--- src/rtl/io_input_bank_if.sv ---
// io_input_bank_if: CPU data-memory read bus seen by the input bank.
//   addr    : CPU data address (only [7:2] decoded by the bank)
//   rd      : read strobe, qualifies clear-on-read of the status word
//   io_data : registered read data returned by the bank
// master = CPU side, slave = io_input_bank side.
interface io_input_bank_if;
  logic [31:0] addr;
  logic        rd;
  logic [31:0] io_data;

  modport master (output addr, output rd, input io_data);
  modport slave  (input addr, input rd, output io_data);
endinterface

--- src/rtl/io_input_bank.sv ---
// io_input_bank: memory-mapped switch input bank for the CPU I/O space.
//   Each port is synchronised, debounced and latched into a stable register
//   readable at addr[7:2] = BASE_IDX+i. A sticky change word (clear-on-read) sits
//   at BASE_IDX+N_PORTS. A round-robin double-dabble engine refreshes DIGITS
//   seven-segment digits per port.
// Ports:
//   io_clk, resetn : clock, async active-low reset
//   bus (slave)    : addr / rd in, registered io_data out
//   in_port        : raw switches, port i at [i*PORT_W +: PORT_W]
//   dt             : segments, port i digit d at [(i*DIGITS+d)*7 +: 7], bit0=a..bit6=g
//   bcd_busy       : conversion in progress
//   io_irq         : only when IO_IN_IRQ_EN is defined; registered |change

// Per-port synchroniser + debouncer.
module io_input_bank_lane #(
  parameter int W   = 5,
  parameter int DEB = 4
) (
  input  logic         io_clk,
  input  logic         resetn,
  input  logic [W-1:0] i_raw,
  output logic [W-1:0] o_stable,
  output logic         o_set
);
  localparam int CW = $clog2(DEB + 1);

  logic [W-1:0]  r_s1, r_s2, r_last, r_stable;
  logic [CW-1:0] r_cnt;
  logic          w_accept;

  // Accept once the synchronised value has been seen DEB times in a row.
  assign w_accept = (r_cnt == CW'(DEB - 1)) && (r_s2 == r_last) && (r_s2 != r_stable);

  always_ff @(posedge io_clk or negedge resetn) begin
    if (!resetn) begin
      r_s1     <= '0;
      r_s2     <= '0;
      r_last   <= '0;
      r_stable <= '0;
      r_cnt    <= '0;
    end else begin
      r_s1   <= i_raw;
      r_s2   <= r_s1;
      r_last <= r_s2;
      if (r_s2 != r_last)               r_cnt <= '0;
      else if (r_cnt != CW'(DEB - 1))   r_cnt <= r_cnt + 1'b1;
      if (w_accept) r_stable <= r_s2;
    end
  end

  assign o_stable = r_stable;
  assign o_set    = w_accept;
endmodule

module io_input_bank #(
  parameter int         N_PORTS  = 2,
  parameter int         PORT_W   = 5,
  parameter int         DIGITS   = 2,
  parameter logic [5:0] BASE_IDX = 6'b100000,
  parameter int         DEB_CYC  = 4
) (
  input  logic                          io_clk,
  input  logic                          resetn,
  io_input_bank_if.slave                bus,
  input  logic [N_PORTS*PORT_W-1:0]     in_port,
  output logic [N_PORTS*DIGITS*7-1:0]   dt,
  output logic                          bcd_busy
`ifdef IO_IN_IRQ_EN
  ,
  output logic                          io_irq
`endif
);
  localparam int         PW       = (N_PORTS > 1) ? $clog2(N_PORTS) : 1;
  localparam int         BW       = $clog2(PORT_W + 1);
  localparam logic [5:0] STAT_IDX = 6'(BASE_IDX + N_PORTS);

  typedef enum logic [1:0] {S_IDLE, S_LOAD, S_SHIFT, S_WRITE} state_t;

  logic [N_PORTS-1:0][PORT_W-1:0]   w_stable;
  logic [N_PORTS-1:0]               w_set, w_change_nxt, r_change;
  logic [5:0]                       w_idx;
  logic                             w_st_rd;
  logic [31:0]                      w_rdata, r_io_data;
  logic                             w_unused_addr;

  state_t                           r_state;
  logic [PW-1:0]                    r_ptr;
  logic [BW-1:0]                    r_bit;
  logic [PORT_W-1:0]                r_sh;
  logic [19:0]                      r_acc, w_adj;  // 5 BCD nibbles cover 16-bit inputs
  logic                             r_busy;
  logic [N_PORTS-1:0][DIGITS-1:0][3:0] r_dig;

  genvar gi;
  generate
    for (gi = 0; gi < N_PORTS; gi++) begin : g_lane
      io_input_bank_lane #(.W(PORT_W), .DEB(DEB_CYC)) u_lane (
        .io_clk   (io_clk),
        .resetn   (resetn),
        .i_raw    (in_port[gi*PORT_W +: PORT_W]),
        .o_stable (w_stable[gi]),
        .o_set    (w_set[gi])
      );
    end
  endgenerate

  // ---------------- read path / status ----------------
  assign w_idx         = bus.addr[7:2];
  assign w_unused_addr = &{bus.addr[31:8], bus.addr[1:0]};
  assign w_st_rd       = bus.rd && (w_idx == STAT_IDX);
  // A set arriving in the clearing cycle survives.
  assign w_change_nxt  = (w_st_rd ? '0 : r_change) | w_set;

  always_comb begin
    w_rdata = '0;
    for (int i = 0; i < N_PORTS; i++)
      if (w_idx == 6'(BASE_IDX + i)) w_rdata = 32'(w_stable[i]);
    if (w_idx == STAT_IDX) w_rdata = 32'(r_change);
  end

  always_ff @(posedge io_clk or negedge resetn) begin
    if (!resetn) begin
      r_change  <= '0;
      r_io_data <= '0;
    end else begin
      r_change  <= w_change_nxt;
      r_io_data <= w_rdata;
    end
  end

  assign bus.io_data = r_io_data;

`ifdef IO_IN_IRQ_EN
  logic r_irq;
  always_ff @(posedge io_clk or negedge resetn) begin
    if (!resetn) r_irq <= 1'b0;
    else         r_irq <= |w_change_nxt;
  end
  assign io_irq = r_irq;
`endif

  // ---------------- BCD engine ----------------
  always_comb begin
    w_adj = r_acc;
    for (int k = 0; k < 5; k++)
      if (r_acc[4*k +: 4] >= 4'd5) w_adj[4*k +: 4] = r_acc[4*k +: 4] + 4'd3;
  end

  // r_ptr names the port being converted; it advances on WRITE so the
  // first pass after reset starts at port 0.
  always_ff @(posedge io_clk or negedge resetn) begin
    if (!resetn) begin
      r_state <= S_IDLE;
      r_ptr   <= '0;
      r_bit   <= '0;
      r_sh    <= '0;
      r_acc   <= '0;
      r_busy  <= 1'b0;
      r_dig   <= '0;
    end else begin
      case (r_state)
        S_IDLE: begin
          r_busy  <= 1'b1;
          r_state <= S_LOAD;
        end
        S_LOAD: begin
          r_sh    <= w_stable[r_ptr];
          r_acc   <= '0;
          r_bit   <= '0;
          r_state <= S_SHIFT;
        end
        S_SHIFT: begin
          r_acc <= {w_adj[18:0], r_sh[PORT_W-1]};
          r_sh  <= r_sh << 1;
          r_bit <= r_bit + 1'b1;
          if (r_bit == BW'(PORT_W - 1)) r_state <= S_WRITE;
        end
        S_WRITE: begin
          r_dig[r_ptr] <= r_acc[4*DIGITS-1:0];  // drops digits above DIGITS
          r_ptr        <= (r_ptr == PW'(N_PORTS - 1)) ? '0 : r_ptr + 1'b1;
          r_busy       <= 1'b0;
          r_state      <= S_IDLE;
        end
        default: r_state <= S_IDLE;
      endcase
    end
  end

  assign bcd_busy = r_busy;

  function automatic logic [6:0] seg7(input logic [3:0] v);
    case (v)
      4'd0: seg7 = 7'h3F;
      4'd1: seg7 = 7'h06;
      4'd2: seg7 = 7'h5B;
      4'd3: seg7 = 7'h4F;
      4'd4: seg7 = 7'h66;
      4'd5: seg7 = 7'h6D;
      4'd6: seg7 = 7'h7D;
      4'd7: seg7 = 7'h07;
      4'd8: seg7 = 7'h7F;
      4'd9: seg7 = 7'h6F;
      default: seg7 = 7'h00;
    endcase
  endfunction

  always_comb begin
    dt = '0;
    for (int i = 0; i < N_PORTS; i++)
      for (int d = 0; d < DIGITS; d++)
        dt[(i*DIGITS+d)*7 +: 7] = seg7(r_dig[i][d]);
  end
endmodule
--- src/flat_wrapper.sv ---
// flat-port wrapper written by rule: the top's interface ports become plain ports
module io_input_bank_flat 
#(
  parameter int         N_PORTS  = 2,
  parameter int         PORT_W   = 5,
  parameter int         DIGITS   = 2,
  parameter logic [5:0] BASE_IDX = 6'b100000,
  parameter int         DEB_CYC  = 4
)
  (io_clk, resetn, in_port, dt, bcd_busy, bus_addr, bus_rd, bus_io_data);
  io_input_bank_if bus_i ();
  input  logic io_clk;
  input  logic resetn;
  input  logic [N_PORTS*PORT_W-1:0] in_port;
  output logic [N_PORTS*DIGITS*7-1:0] dt;
  output logic bcd_busy;
  input wire logic [$bits(bus_i.addr)-1:0] bus_addr;
  input wire logic [$bits(bus_i.rd)-1:0] bus_rd;
  output wire logic [$bits(bus_i.io_data)-1:0] bus_io_data;
  assign bus_i.addr = bus_addr;
  assign bus_i.rd = bus_rd;
  assign bus_io_data = bus_i.io_data;
  io_input_bank #(.N_PORTS(N_PORTS), .PORT_W(PORT_W), .DIGITS(DIGITS), .BASE_IDX(BASE_IDX), .DEB_CYC(DEB_CYC)) u_core (.io_clk(io_clk), .resetn(resetn), .bus(bus_i), .in_port(in_port), .dt(dt), .bcd_busy(bcd_busy));
endmodule
--- config.mk ---
export PLATFORM = sky130hd
export DESIGN_NAME = io_input_bank_flat
export DESIGN_NICKNAME = d
export VERILOG_FILES = /design/src/rtl/io_input_bank_if.sv /design/src/rtl/io_input_bank.sv /design/src/flat_wrapper.sv
export SDC_FILE = /design/constraint.sdc
export NUM_CORES = 1
export LEC_CHECK = 0
export CAP_MARGIN = 30
export CORE_MARGIN = 5
export CORE_UTILIZATION = 50
export CTS_CLUSTER_DIAMETER = 100
export CTS_CLUSTER_SIZE = 14
export DETAILED_ROUTE_END_ITERATION = 8
export PLACE_DENSITY = 0.79
export RECOVER_POWER = 25
export SLEW_MARGIN = 20
export SYNTH_ARGS = -nofsm -noshare
export SYNTH_HDL_FRONTEND = slang
export SYNTH_HIERARCHICAL = 1
export SYNTH_SLANG_ARGS = --single-unit
--- constraint.sdc ---
create_clock -name io_clk -period 3.7 [get_ports io_clk]
set_input_delay 0.555 -clock io_clk [delete_from_list [all_inputs] [get_ports io_clk]]
set_output_delay 0.555 -clock io_clk [all_outputs]
set_load 0.02 [all_outputs]
==> impl_metrics.ini, run 1 <==
[power]
ir_worst_vdd_v = 0.000246
cellPowerDensity_nw_per_um2 = 315
p_leak_uw = 0.00245

[final_layout]
diodes = 0
nFillCells = 780
final_cell_mix = dfrtp_1 (89), clkdlybuf4s50_1 (51), o21ai_0 (41)
layout_commonest_cell = dfrtp_1
finalNetCount = 572
area_delta_synth_final_pct = 14.1
drive_gt1_share_pct = 9.09

[clocking]
clockBufferDepth = 2
cts_root_buffer = clkbuf_8
clock_latency_ps = 350
path_clk_slew_ps = 90
hold_buffers = 0
clock-sinks = 89
cts_tree = done
cts_buffers = 9
htree_levels = 3
ctsResizeCount = 0
cts_setup_buffers = 0

[global_routing]
grt_max_degree = 55
antenna_found_initial = 0
overflow = 0
grt_pass1_wl_microns = 12800
grtUsageTotal_pct = 13.6
grt_pass1_vias = 2925

[min_path]
hp-start = u_core/g_lane[0].u_lane/r_s1[2]
hp-class = register to register

[floorplanning]
core_sq_um = 9280
die_w_microns = 108
rows = 35
die_area_sq_um = 11600
die_height_microns = 108
io_pins = 106
start_util_pct = 51.3

[synthesis]
ys_ff_latch = 89
synth.top_cell.area_share_pct = 46.7
netlist_instances = 446
syn_area_sq_um = 4770
yosys_warnings = 6
yosysTopAreaCell = dfrtp_1
synth_edf_count = 0
ys_seq_area_share_pct = 46.7
synth_flop_cell = dfrtp_1
synthTopCellsByArea = dfrtp_1 (47%), ha_1 (9.7%), buf_4 (4.4%), o21ai_0 (4.3%), mux2i_1 (3.6%)
synth_cell_types = 38
async_reset_ff_share_pct = 100
syn_area_per_cell_sq_um = 10.7

[detailed_routing]
route.detailed.drc = 0
wire_per_inst_microns = 12.5
wl_microns = 7780
via_per_inst = 4.89
vias = 3052
drt_pre_antenna_iters = 6
first_iter_violations = 74
ant_nets = 0

[critical_path]
critical_path.endpoint_type = output pin
crit-reg2reg-launch = u_core/r_state[0]
path_max_fanout = 8
crit_required_ps = 3140
worst_path_largest_cell_delay_ps = 630
crit_path_top_delay_cell = clkdlybuf4s50_1
critical_path_class = register to output pin
cp-startpoint = u_core/r_dig[5]
crit_arrival_ps = 2160
cp_common_cell = o21ai_0
crit_path_cell_trace = inv_1, ha_1, o21ai_0, nand2b_1, o21ai_0, clkdlybuf4s50_1
cp-start-kind = register

[sta]
period_share_pct = 73.3
fmax_mhz = 369
setup_tns_ps = 0
slew_headroom_pct = -29.8
finClkSkew_ps = 6.75
hold_viol = 0
slew_violations = 36
setup_violations = 0
final.min_clock_period_ps = 2710
tightestPinTransition_ps = 1950
layout_setup_ws_ps = 988
rsz0062_at_grt = false

[placement]
gp_congestion = 0.775
post-place-ws_ps = 1350
numPortBuffers = 52
hpwlAfterDp_microns = 5850

[run_status]
violations = capacitance limit, slew limit
status = finished with violations

[run]
drv_cap = 1
==> synthesized netlist by cell type, types with 2 or more instances <==
cell and count:
dfrtp_1 89, o21ai_0 41, ha_1 37, nand2_1 37, buf_4 28, nor2_1 24
inv_1 23, mux2i_1 17, o22ai_1 16, xnor2_1 16, nand2b_1 15, xor2_1 13
buf_2 12, mux2_4 10, a21oi_1 9, mux2_2 9, nor2b_1 8, nand3_1 7
a21o_1 6, buf_6 3, clkbuf_1 3, a21oi_2 2, a31o_1 2, and4_1 2
nor3_2 2, o21ai_1 2, o31a_2 2
==> sequential cells by signal, indices dropped and copies added (netlist names) <==
register / flops
u_core/bcd_busy: 1
u_core/bus.io_data: 5
u_core/g_lane.u_lane/o_stable: 10
u_core/g_lane.u_lane/r_cnt: 6
u_core/g_lane.u_lane/r_last: 10
u_core/g_lane.u_lane/r_s1: 10
u_core/g_lane.u_lane/r_s2: 10
u_core/r_acc: 8
u_core/r_bit: 3
u_core/r_change: 2
u_core/r_dig: 16
u_core/r_ptr: 1
u_core/r_sh: 5
u_core/r_state: 2
==> metrics by stage <==
step | hold WS, ps | utilization [%] | total power (uW) | instances | cell area [sq um]
3_3_place_gp | 332 | 56.3 | 1100 | 607 | 5230
3_5_place_dp | 335 | 56.6 | 1110 | 608 | 5260
4_1_cts | 155 | 58.6 | 1740 | 624 | 5440
2_1_floorplan | 259 | - | 1090 | 472 | 4860
6_report | 354 | 58.6 | 1710 | 624 | 5440
5_1_grt | 363 | 58.6 | 1790 | 624 | 5440
==> worst paths after layout <==
check                      slack, ps                                end  cells past startpoint
setup / recovery                 990                             dt[10]                      6
hold / removal                   350    u_core/g_lane[0].u_lane/r_s2[2]                      0
setup reg to reg                1900                    u_core/r_acc[7]                      5
hold reg to reg                  350    u_core/g_lane[0].u_lane/r_s2[2]                      0
max in group asynchronous       1840  u_core/g_lane[0].u_lane/r_last[1]                      1
min in group asynchronous        740    u_core/g_lane[1].u_lane/r_s2[1]                      1
==> worst max-delay path, delay by kind of cell (launching register included) <==
| kind | cells | cell delay [ps] |
|---|---|---|
| compound gates | 2 | 250 |
| simple gates | 1 | 90 |
| flops | 1 | 500 |
| buf+inv | 2 | 770 |
| fa+ha+maj | 1 | 200 |
==> cells by family (layout without fill, tap and decap cells) <==
logic type / Yosys count / after routing / synth area share [%]
flops: 89 / 89 / 46.7
fa+ha+maj: 37 / 37 / 9.71
compound gates: 82 / 82 / 9.97
buf+inv: 69 / 92 / 8.43
mux: 36 / 36 / 8.85
xor+xnor: 29 / 29 / 5.33
simple gates: 103 / 103 / 10.9
other cells: 1 / 27 / 0.0787
==> layout make-up <==
| cell class | instances | area (sq um) | share of cell area (%) |
|---|---|---|---|
| multi-input combinational | 314 | 2240 | 41.1 |
| timing repair buffer | 53 | 542 | 9.96 |
| clock buffer | 11 | 141 | 2.60 |
| clock inverter | 5 | 46.3 | 0.851 |
| inverter | 23 | 86.3 | 1.59 |
| sequential | 89 | 2230 | 40.9 |
| tap | 129 | 161 | 2.97 |
==> per-layer routing <==
layer | part of all wire (%) | vias to the layer above | global-route usage (%)
met5 | 0 | - | 0
met1 | 44 | 1437 | 16.7
li1 | - | 1517 | -
met3 | 5.2 | 13 | 2.40
met4 | 1.5 | 0 | 5.68
met2 | 49 | 85 | 23.5
==> where the power goes <==
part,switching (uW),internal (uW)
registers,12.7,989
logic,56.9,32.5
clock network,345,276
total,415,1300
No activity file was read; power rests on OpenSTA's default activity.
==> run 2: changes to the inputs <==
- clock period: 3.7 -> 2.7 ns (I/O delays scaled with it)
==> run 2 against run 1 <==
The flow still finishes with violations (capacitance limit, slew limit). Clock skew increased by 2.1 ps. Non-clock buffer count unchanged. Critical endpoint is now dt[21]. Sequential power up 37%. Clock power grew 59%. Cell area increased by 0.57%.
==> impl_metrics.ini, run 2 (synthesis gave the netlist of run 1 again) <==
[final_layout]
finalNetCount = 572
area_delta_synth_final_pct = 14.8
largest_register = u_core/r_dig
drive_gt1_share_pct = 9.31
final_cell_mix = dfrtp_1 (88), clkdlybuf4s50_1 (46), o21ai_0 (41)
layout_commonest_cell = dfrtp_1
instances_no_fill = 623
diodes = 0
nFillCells = 786
largest_reg_flops = 16

[floorplanning]
die_w_microns = 108
start_util_pct = 51.3
die_area_sq_um = 11600
die_height_microns = 108
core_sq_um = 9280
rows = 35
io_pins = 106

[sta]
rsz0062_at_grt = false
layout_setup_ws_ps = 145
hold-worst-slack_ps = 349
final.min_clock_period_ps = 2550
slew_headroom_pct = -39.8
period_share_pct = 94.6
setup_tns_ps = 0
fmax_mhz = 391
finClkSkew_ps = 8.80
hold_viol = 0
setup_violations = 0
tightestPinTransition_ps = 2100
slew_violations = 39

[clocking]
clock-sinks = 89
clock_latency_ps = 350
htree_levels = 3
cts_buffers = 9
hold_buffers = 0
cts_tree = done
cts_root_buffer = clkbuf_8
path_clk_slew_ps = 80
clockBufferDepth = 2

[critical_path]
critical_path_class = register to output pin
cp-start-kind = register
r2r.worst_path.cells = 4
crit_path_top_delay_cell = clkdlybuf4s50_1
crit_arrival_ps = 2150
cp_common_cell = o21ai_0
critical_path.endpoint_type = output pin
crit_path_cell_trace = inv_1, ha_1, o21ai_0, nand2b_1, o21ai_0, clkdlybuf4s50_1
crit_required_ps = 2300
worst_path_largest_cell_delay_ps = 620
path_max_fanout = 8

[placement]
hpwlAfterDp_microns = 5820
post-place-ws_ps = 516
numPortBuffers = 52
place_inst = 608
gp_congestion = 0.775

[global_routing]
overflow = 0
grtUsageTotal_pct = 14.2
grt_pass1_vias = 2966
grt_max_degree = 52
antenna_found_initial = 0
grt_pass1_wl_microns = 13300

[power]
ir_worst_vdd_v = 0.000363
cellPowerDensity_nw_per_um2 = 453
p_leak_uw = 0.00246

[detailed_routing]
vias = 3051
via_per_inst = 4.90
drt_pre_antenna_iters = 4
wl_microns = 7940
first_iter_violations = 101
ant_nets = 0
wire_per_inst_microns = 12.7
route.detailed.drc = 0

[run_status]
violations = capacitance limit, slew limit
status = finished with violations

[min_path]
whs_path_depth = 0
hp-class = register to register

[run]
drv_cap = 1
[run 2: stage by stage]
| step | area, sq um | utilization, % | total power, uW |
|---|---|---|---|
| finish | 5470 | 58.9 | 2480 |
| global route | 5470 | 58.9 | 2590 |
| CTS | 5470 | 59.0 | 2510 |
| detailed placement | 5260 | 56.6 | 1520 |
| global placement | 5230 | 56.3 | 1510 |
| floorplan | 4860 | - | 1490 |
[run 2: cell type report]
type                    instances  area (sq um)  area share (%)
clock inverters                 5          80.1            1.46
inverters                      23          86.3            1.58
well taps                     129           161            2.95
clock buffers                  10           138            2.52
flip-flops and latches         89          2230            40.7
repair buffers                 53           542            9.90
multi-input cells             314          2240            40.9
[run 2: path summary, 6_finish.rpt]
kind / slack [ps] / to / startpoint
worst max-delay path: 150 / dt[21] / u_core/r_dig[13]
worst min-delay path: 350 / u_core/g_lane[1].u_lane/r_s2[1] / u_core/g_lane[1].u_lane/r_s1[1]
worst max register to register: 850 / u_core/r_bit[0] / u_core/r_state[1]
worst min register to register: 350 / u_core/g_lane[1].u_lane/r_s2[1] / u_core/g_lane[1].u_lane/r_s1[1]
max in group asynchronous: 690 / u_core/r_dig[5] / resetn
min in group asynchronous: 650 / u_core/g_lane[1].u_lane/r_s1[4] / resetn
[run 2: worst max-delay path, delay by kind of cell, from the launching register on]
kind / cells / cell delay (ps)
AOI/OAI and AO/OA: 2 / 240
adders and majority gates: 1 / 200
buffers and inverters: 2 / 760
DFF: 1 / 500
and+or+nand+nor: 1 / 90
[run 2: power by group]
part           switching (uW)  internal [uW]
clock network             447            539
logic                    78.0           43.2
registers                17.4           1360
total                     542           1940
[run 2: routing by layer]
layer / track usage, % / vias to the layer above / share of wire (%)
li1: - / 1518 / -
met1: 17.3 / 1444 / 44
met3: 2.46 / 10 / 5.3
met4: 7.30 / 0 / 1.4
met2: 24.2 / 79 / 49
met5: 0 / - / 0
[run 2: timing repair]
action	in CTS	in global routing
gates resized for setup	0	1
setup endpoints to repair	0	1
setup buffers	0	0
==> run 3: changes to the inputs <==
- CORE_MARGIN: 5 -> 1
==> run 3 against run 2 <==
The flow still finishes with violations (capacitance limit, slew limit). Via count is essentially flat. Clock power shrank 6.2%. Worst setup slack gained 9.6 ps. Global-route usage grew 2.9 points. Critical path type unchanged. Sequential share of layout area grew 0.26 points.
==> impl_metrics.ini, run 3 (synthesis gave the netlist of run 1 again) <==
[run_status]
status = finished with violations
violations = capacitance limit, slew limit

[min_path]
hp-class = register to register
holdPathEnd = u_core/g_lane[1].u_lane/r_s2[3]
hp-start = u_core/g_lane[1].u_lane/r_s1[3]
whs_path_depth = 0

[sta]
fmax_mhz = 393
hold-worst-slack_ps = 353
slew_violations = 90
period_share_pct = 94.3
finClkSkew_ps = 10.7
tightestPinTransition_ps = 2080
final.min_clock_period_ps = 2550
rsz0062_at_grt = false
slew_headroom_pct = -38.4
setup_tns_ps = 0
hold_viol = 0
setup_violations = 0

[detailed_routing]
ant_nets = 0
via_per_inst = 4.89
first_iter_violations = 123
vias = 3054
wire_per_inst_microns = 12.4
route.detailed.drc = 0
drt_pre_antenna_iters = 4
wl_microns = 7750

[power]
p_int_uw = 1840
switching_share_pct = 23.9
p_seq_share_pct = 56.8
p_comb_share_pct = 4.9
total_power_uw = 2420
ir_worst_vdd_v = 0.000320
power.switching_uw = 578
cellPowerDensity_nw_per_um2 = 444
p_leak_uw = 0.00245
clockPowerShare_pct = 38.3

[critical_path]
cp-start-kind = register
rrSetupSlack_ps = 820
crit_required_ps = 2300
crit_arrival_ps = 2140
path_max_fanout = 8
critical_path_class = register to output pin
rr_endpoint = u_core/r_bit[0]
critical_path.endpoint_type = output pin
crit-reg2reg-launch = u_core/r_state[1]
r2r.worst_path.cells = 4

[placement]
place_area_sq_um = 5250
hpwlAfterDp_microns = 5410
gp_congestion = 0.770
numPortBuffers = 52
place_inst = 608

[final_layout]
instances_no_fill = 624
area_delta_synth_final_pct = 14.0
final_cell_area_sq_um = 5440
drive_gt1_share_pct = 9.49
finalNetCount = 572
layout_commonest_cell = dfrtp_1
largest_reg_flops = 16
final_cell_mix = dfrtp_1 (88), clkdlybuf4s50_1 (51), o21ai_0 (41)
diodes = 0
largest_register = u_core/r_dig

[floorplanning]
die_w_microns = 99.6
start_util_pct = 51.6
io_pins = 106
die_area_sq_um = 9930
die_height_microns = 99.6
core_sq_um = 9240
rows = 35

[clocking]
cts_root_buffer = clkbuf_8
hold_buffers = 0
htree_levels = 3
cts_tree = done
cts_setup_buffers = 0
cts_buffers = 9
clock-sinks = 89
path_clk_slew_ps = 90
clockBufferDepth = 2
clock_latency_ps = 360

[global_routing]
grt_pass1_wl_microns = 13500
overflow = 0
grt_max_degree = 90
grtUsageTotal_pct = 17.1
grt_pass1_vias = 2981
antenna_found_initial = 0

[run]
drv_cap = 1
[run 3: timing repair]
action	CTS	global route
hold endpoints to repair	0	0
endpoints found under the setup margin	0	3
resized for setup	0	1
[run 3: cell type report]
class | count | area, sq um
clock inverter | 6 | 73.8
timing repair buffer | 53 | 523
tap | 129 | 161
clock buffer | 10 | 128
multi-input combinational | 314 | 2240
inverter | 23 | 86.3
fill | 772 | 3800
sequential | 89 | 2230
[run 3: critical path, cell delays in order, from the launching register on]
cell             delay, ps
dfrtp_1                500
inv_1                  150
ha_1                   190
o21ai_0                160
nand2b_1                90
o21ai_0                 70
clkdlybuf4s50_1        620
[run 3: per-layer routing]
metal / part of all wire (%) / wire (microns) / global-route usage, %
met3: 3.5 / 271 / 4.57
met2: 51 / 3980 / 30.7
met4: 0.81 / 63 / 3.85
met5: 0 / 0 / 0
met1: 44 / 3430 / 20.5
[run 3: stage by stage]
step | util [%] | setup WS, ps
global route | 58.8 | 9.98
floorplan | - | 947
finish | 58.8 | 155
global placement | 56.8 | 575
CTS | 59.0 | 117
detailed placement | 56.8 | 517
[run 3: how the worst max path moves through the flow]
stage / from / to / cells after the start
final: u_core/r_dig[13] / dt[21] / 6
after global routing: u_core/r_dig[1] / dt[1] / 4
after CTS: u_core/r_dig[5] / dt[7] / 6
after detailed placement: u_core/r_dig[5] / dt[7] / 6
after global placement: u_core/r_dig[1] / dt[0] / 6
after floorplan: u_core/r_dig[5] / dt[10] / 4
[run 3: power by group through the flow]
stage | registers (uW) | clock network [uW] | logic (uW)
after floorplan | 1400 | 0 | 93.2
after global placement | 1400 | 0 | 120
after detailed placement | 1400 | 0 | 123
after CTS | 1370 | 951 | 123
after global routing | 1380 | 1000 | 133
final | 1370 | 925 | 118
